**src/rtl/fb_pixel_writer.sv**
```systemverilog
// fb_pixel_writer: RGB565 valid/ready stream to the 80x60 RGB444 frame-buffer write port.
// Define FB_WRITER_DOUBLE_BUF_EN to add a bank bit to wr_addr and flip rd_bank per completed frame.
//
// state | meaning
// IDLE  | waiting for an in_sof beat; in_sof is dropped while freeze is high
// WRITE | frame in progress, one registered write per accepted beat
// DONE  | one-cycle bubble after the last pixel; frame_done pulses
module fb_pixel_writer #(
    parameter int C_COLS      = 80,
    parameter int C_ROWS      = 60,
    parameter int C_ADDR_BITS = 13
) (
    input  logic                   clk,
    input  logic                   reset,
    input  logic                   freeze,
    input  logic                   in_valid,
    output logic                   in_ready,
    input  logic                   in_sof,
    input  logic [15:0]            in_data,
    output logic                   wr_en,
`ifdef FB_WRITER_DOUBLE_BUF_EN
    output logic [C_ADDR_BITS:0]   wr_addr,
`else
    output logic [C_ADDR_BITS-1:0] wr_addr,
`endif
    output logic [11:0]            wr_data,
    output logic                   rd_bank,
    output logic                   frame_done,
    output logic                   err_short,
    output logic [7:0]             frame_cnt
);
    localparam int COL_W = (C_COLS > 1) ? $clog2(C_COLS) : 1;
    localparam int ROW_W = (C_ROWS > 1) ? $clog2(C_ROWS) : 1;
    localparam logic [COL_W-1:0] COL_LAST = COL_W'(C_COLS - 1);
    localparam logic [ROW_W-1:0] ROW_LAST = ROW_W'(C_ROWS - 1);

    typedef enum logic [1:0] {IDLE, WRITE, DONE} state_t;

    state_t                 state;
    logic [COL_W-1:0]       col;
    logic [ROW_W-1:0]       row;
    logic [C_ADDR_BITS-1:0] addr;

    logic                   accept;
    logic                   start;
    logic                   do_write;
    logic                   last;
    logic [COL_W-1:0]       pos_col;
    logic [ROW_W-1:0]       pos_row;
    logic [C_ADDR_BITS-1:0] pos_addr;
    logic [11:0]            pix444;
    logic                   unused_in_bits;

    assign accept   = in_valid && in_ready;
    // A restart inside WRITE ignores freeze; only a fresh frame from IDLE honours it.
    assign start    = accept && in_sof && ((state == WRITE) || ((state == IDLE) && !freeze));
    assign do_write = start || (accept && (state == WRITE));

    // Position of the pixel being written this cycle: pixel 0 on a start, else the running counters.
    assign pos_col  = start ? '0 : col;
    assign pos_row  = start ? '0 : row;
    assign pos_addr = start ? '0 : addr;
    assign last     = (pos_col == COL_LAST) && (pos_row == ROW_LAST);

    assign pix444         = {in_data[15:12], in_data[10:7], in_data[4:1]};
    assign unused_in_bits = ^{in_data[11], in_data[6:5], in_data[0]};

`ifndef FB_WRITER_DOUBLE_BUF_EN
    assign rd_bank = 1'b0;
`endif

    always_ff @(posedge clk or posedge reset) begin
        if (reset) begin
            state      <= IDLE;
            in_ready   <= 1'b1;
            wr_en      <= 1'b0;
            wr_addr    <= '0;
            wr_data    <= '0;
            frame_done <= 1'b0;
            err_short  <= 1'b0;
            frame_cnt  <= '0;
            col        <= '0;
            row        <= '0;
            addr       <= '0;
`ifdef FB_WRITER_DOUBLE_BUF_EN
            rd_bank    <= 1'b0;
`endif
        end else begin
            wr_en      <= 1'b0;
            frame_done <= 1'b0;
            err_short  <= 1'b0;
            if (do_write) begin
                wr_en     <= 1'b1;
`ifdef FB_WRITER_DOUBLE_BUF_EN
                wr_addr   <= {~rd_bank, pos_addr};
`else
                wr_addr   <= pos_addr;
`endif
                wr_data   <= pix444;
                err_short <= start && (state == WRITE);
                addr      <= pos_addr + 1'b1;
                if (pos_col == COL_LAST) begin
                    col <= '0;
                    row <= pos_row + 1'b1;
                end else begin
                    col <= pos_col + 1'b1;
                    row <= pos_row;
                end
                if (last) begin
                    state      <= DONE;
                    in_ready   <= 1'b0;
                    frame_done <= 1'b1;
                    frame_cnt  <= frame_cnt + 8'd1;
`ifdef FB_WRITER_DOUBLE_BUF_EN
                    rd_bank    <= ~rd_bank;
`endif
                end else begin
                    state <= WRITE;
                end
            end else if (state == DONE) begin
                state    <= IDLE;
                in_ready <= 1'b1;
            end
        end
    end
endmodule

```
**config.mk**
```make
export PLATFORM = sky130hd
export DESIGN_NAME = fb_pixel_writer
export DESIGN_NICKNAME = d
export VERILOG_FILES = /design/src/rtl/fb_pixel_writer.sv
export SDC_FILE = /design/constraint.sdc
export NUM_CORES = 1
export LEC_CHECK = 0
export ABC_AREA = 1
export BUFFER_PORTS_ARGS = -buffer_cell sky130_fd_sc_hd__buf_2
export CORE_MARGIN = 2
export CORE_UTILIZATION = 46
export CTS_CLUSTER_DIAMETER = 40
export CTS_CLUSTER_SIZE = 8
export DETAILED_ROUTE_END_ITERATION = 8
export GPL_TIMING_DRIVEN = 0
export HOLD_SLACK_MARGIN = 0.12
export PLACE_DENSITY = 0.68
export REMOVE_ABC_BUFFERS = 1
export SYNTH_ARGS = -nofsm -noshare
export SYNTH_HDL_FRONTEND = slang
export SYNTH_SLANG_ARGS = --single-unit
```
**constraint.sdc**
```tcl
create_clock -name clk -period 6.5 [get_ports clk]
set_input_delay 0.975 -clock clk [delete_from_list [all_inputs] [get_ports clk]]
set_output_delay 0.975 -clock clk [all_outputs]
set_load 0.02 [all_outputs]
```
==> run_results.csv <==
group,metric,value,unit
cts,cts_tree,"done",
cts,cts_buffer_depth,2,
timing,finalCritPeriodShare,52.2,%
cts,hold_buffers,0,
cts,postCtsSetupBuffers,0,
critical_path,slowest_stage,"nor2_4",
critical_path,path_class,"in2reg",
yosys,synth_area,3240,um^2
floorplanning,dieArea,7740,um^2
routing,route.met3.wl,331,um
yosys,synth_edf_count,0,
power_and_ir_drop,ir_worst_vdd,0.000147,V
power_and_ir_drop,total_power,0.912,mW
timing,whs,0.464,ns
power_and_ir_drop,p_leak,1.97,nW
floorplanning,fp.coreArea,6790,um^2
yosys,ys_seq_elements,65,
power_and_ir_drop,p_per_area,245,nW/um^2
yosys,synthArstFlopShare,100,%
critical_path,cp-end-kind,"flop",
yosys,synth.avg_cell_area,8.51,um^2
routing,drt_iter0_markers,194,
cts,path_clk_slew,0.07,ns
global_route,grt_pass1_vias,2471,
routing,viasPerCell,4.78,
flow_run,drv_cap,0,
critical_path,cp_max_fo,39,
timing,timing.fmax,295,MHz
routing,drt_pass1_iterations,4,
critical_path,worstSetupStartpointType,"primary input",
timing,fin_setup_tns,0,ns
placement,placed_cells,517,
status,outcome,"finished clean",
critical_path,crit_family,"simple AND/OR/NAND/NOR gates",
timing,finalHoldViolCount,0,
global_route,overflow,0,
routing,ant_nets,0,
yosys,synth_cell_type_count,36,
yosys,yosys_most_used_dff,"dfrtp_1",
critical_path,critPathBufInv,5,
critical_path,crit_chain,"buf_2, nand2_1, inv_1, nand3_4, inv_2, nor2_4, inv_4, nand3_2, clkinv_1, nand2_1, nand2_1",
timing,skew,0.00599,ns
floorplanning,start_util,47.7,%
routing,routed_wl,6110,um
routing,wl_met2,2810,um
cts,cts-root-buf,"clkbuf_8",
floorplanning,die_y,88.0,um
global_route,antenna_found_initial,0,
yosys,synth_seq_area_share,50.2,%
cts,cts_max_level,3,
critical_path,critPathArrivalTime,3.62,ns
placement,pre_cts_ws,2.70,ns
worst_hold_path,hp-class,"reg2reg",
cells_and_area,num_antenna_cells,0,
floorplanning,die_w,88.0,um
global_route,grt_pass1_wl,10900,um
placement,hpwl,4170,um
timing,worst_pin_slew,0.863,ns
placement,port_buffers,53,
timing,worst_slack,3.11,ns
floorplanning,io_pins,59,
routing,drc,0,
cells_and_area,syn2layout_area_growth,14.7,%
critical_path,slowest_delay,0.70,ns
global_route,grt_usage,18.1,%
cts,cts_resized,0,
floorplanning,rows,30,
cells_and_area,nNetsFinal,457,
timing,drv_slew,0,
cells_and_area,layout-drive-gt1-share,21.7,%
placement,gp_congestion,0.767,
cts,numCtsBuffers,9,
critical_path,crit_required,6.73,ns
cells_and_area,fin_cells,533,
routing,dr_total_vias,2550,
routing,routedWlPerCell,11.5,um
yosys,postSynthCellCount,381,
routing,top_layer,"met4",
yosys,ys.warnings.count,0,
routing,wl_met1,2890,um
global_route,grt_max_degree,41,
timing,setup_viol,0,
critical_path,cp_common_cell,"nand2_1",
timing,period_needed,3.39,ns
cts,cts.sinks,65,
timing,relSlewSlack,42.3,%
cts,clock_latency,0.34,ns
timing,rsz0062_at_grt,"false",
==> worst min-delay path, cell delays in order, from the launching register on <==
cell and delay, ns:
dfrtp_1 0.34, nand2_1 0.05, nand2_1 0.04
==> power breakdown <==
group | switching, mW | internal [mW] | leakage, nW
clock | 0.154 | 0.159 | 0.0846
sequential | 0.0249 | 0.439 | 0.858
combinational | 0.0903 | 0.0457 | 1.02
total | 0.269 | 0.643 | 1.97
==> placed cells by master (no fill, tap or decap), types with 2 or more instances in the layout <==
cell	netlist	layout
xor2_1	8	8
o21ai_2	2	2
o21ai_0	17	17
nor2_2	2	2
inv_1	38	37
nor3_1	3	3
nand3_2	4	4
o21bai_1	2	2
nor2_4	4	4
nor2_1	21	21
ha_1	4	4
nand2_1	130	130
nand3b_1	2	2
o21ai_1	6	6
xnor2_1	6	6
o22ai_1	5	5
nand3_1	24	24
clkbuf_8	0	11
clkinv_1	3	3
buf_2	4	53
nor3_2	2	2
dfrtp_1	64	64
nand4_1	6	6
clkinvlp_4	0	3
nand3_4	3	3
inv_2	3	4
==> synth_stat cells, types with 5 or more instances <==
cell type | count | area share [%]
nor2_1 | 21 | 2.4
nand3_1 | 24 | 3.7
xor2_1 | 8 | 2.2
dfrtp_1 | 64 | 49
xnor2_1 | 6 | 1.6
o21ai_0 | 17 | 2.6
o21ai_1 | 6 | 0.93
nand2_1 | 130 | 15
buf_4 | 5 | 1.2
nand4_1 | 6 | 1.2
inv_1 | 38 | 4.4
o22ai_1 | 5 | 0.96
==> registers in the layout, summed over array words and instances, names as in the netlist <==
register / cells
wr_data: 12
frame_cnt: 8
col: 7
addr: 13
wr_en: 1
row: 6
frame_done: 1
in_ready: 1
err_short: 1
state: 2
wr_addr: 13
==> stage by stage <==
| stage | instance area [um^2] | utilization (%) |
|---|---|---|
| global placement | 3520 | 51.8 |
| CTS | 3720 | 54.8 |
| floorplan | 3130 | - |
| global route | 3720 | 54.8 |
| detailed placement | 3540 | 52.1 |
| finish | 3720 | 54.8 |
==> logic make-up after synthesis <==
logic type               Yosys count  share of synthesized area, %
XOR/XNOR                          14                          3.78
adder cells (fa/ha/maj)            4                          1.54
buffers and inverters             59                          8.68
other                              1                         0.116
AO/OA/AOI/OAI                     32                          5.52
flip-flops                        65                          50.2
AND/OR/NAND/NOR                  206                          30.1
==> routing by layer <==
layer,track usage (%),vias to the layer above
met3,5.75,6
met2,29.4,64
li1,-,1303
met5,0,-
met4,6.29,0
met1,23.0,1177
==> cell type report <==
class / instances / area, um^2
multi-input combinational: 257 / 1330
fill: 646 / 3070
sequential: 65 / 1630
clock inverter: 4 / 27.5
tap: 96 / 120
clock buffer: 12 / 155
inverter: 45 / 171
timing repair buffer: 54 / 285
==> worst paths after layout <==
path                                        start                  endpoint  slack [ns]  depth (start not counted)
max in group asynchronous                   reset      in_ready$_DFFE_PP1P_        5.15                          3
max reg2reg                  in_ready$_DFFE_PP1P_  frame_cnt[5]$_DFFE_PP0P_        3.46                         10
min in group asynchronous                   reset    wr_addr[7]$_DFFE_PP0P_        0.69                          2
min                        wr_addr[1]$_DFFE_PP0P_    wr_addr[1]$_DFFE_PP0P_        0.46                          2
max                                      in_valid  frame_cnt[5]$_DFFE_PP0P_        3.11                         11
min reg2reg                wr_addr[1]$_DFFE_PP0P_    wr_addr[1]$_DFFE_PP0P_        0.46                          2
Power figures use the tool's default switching activity.
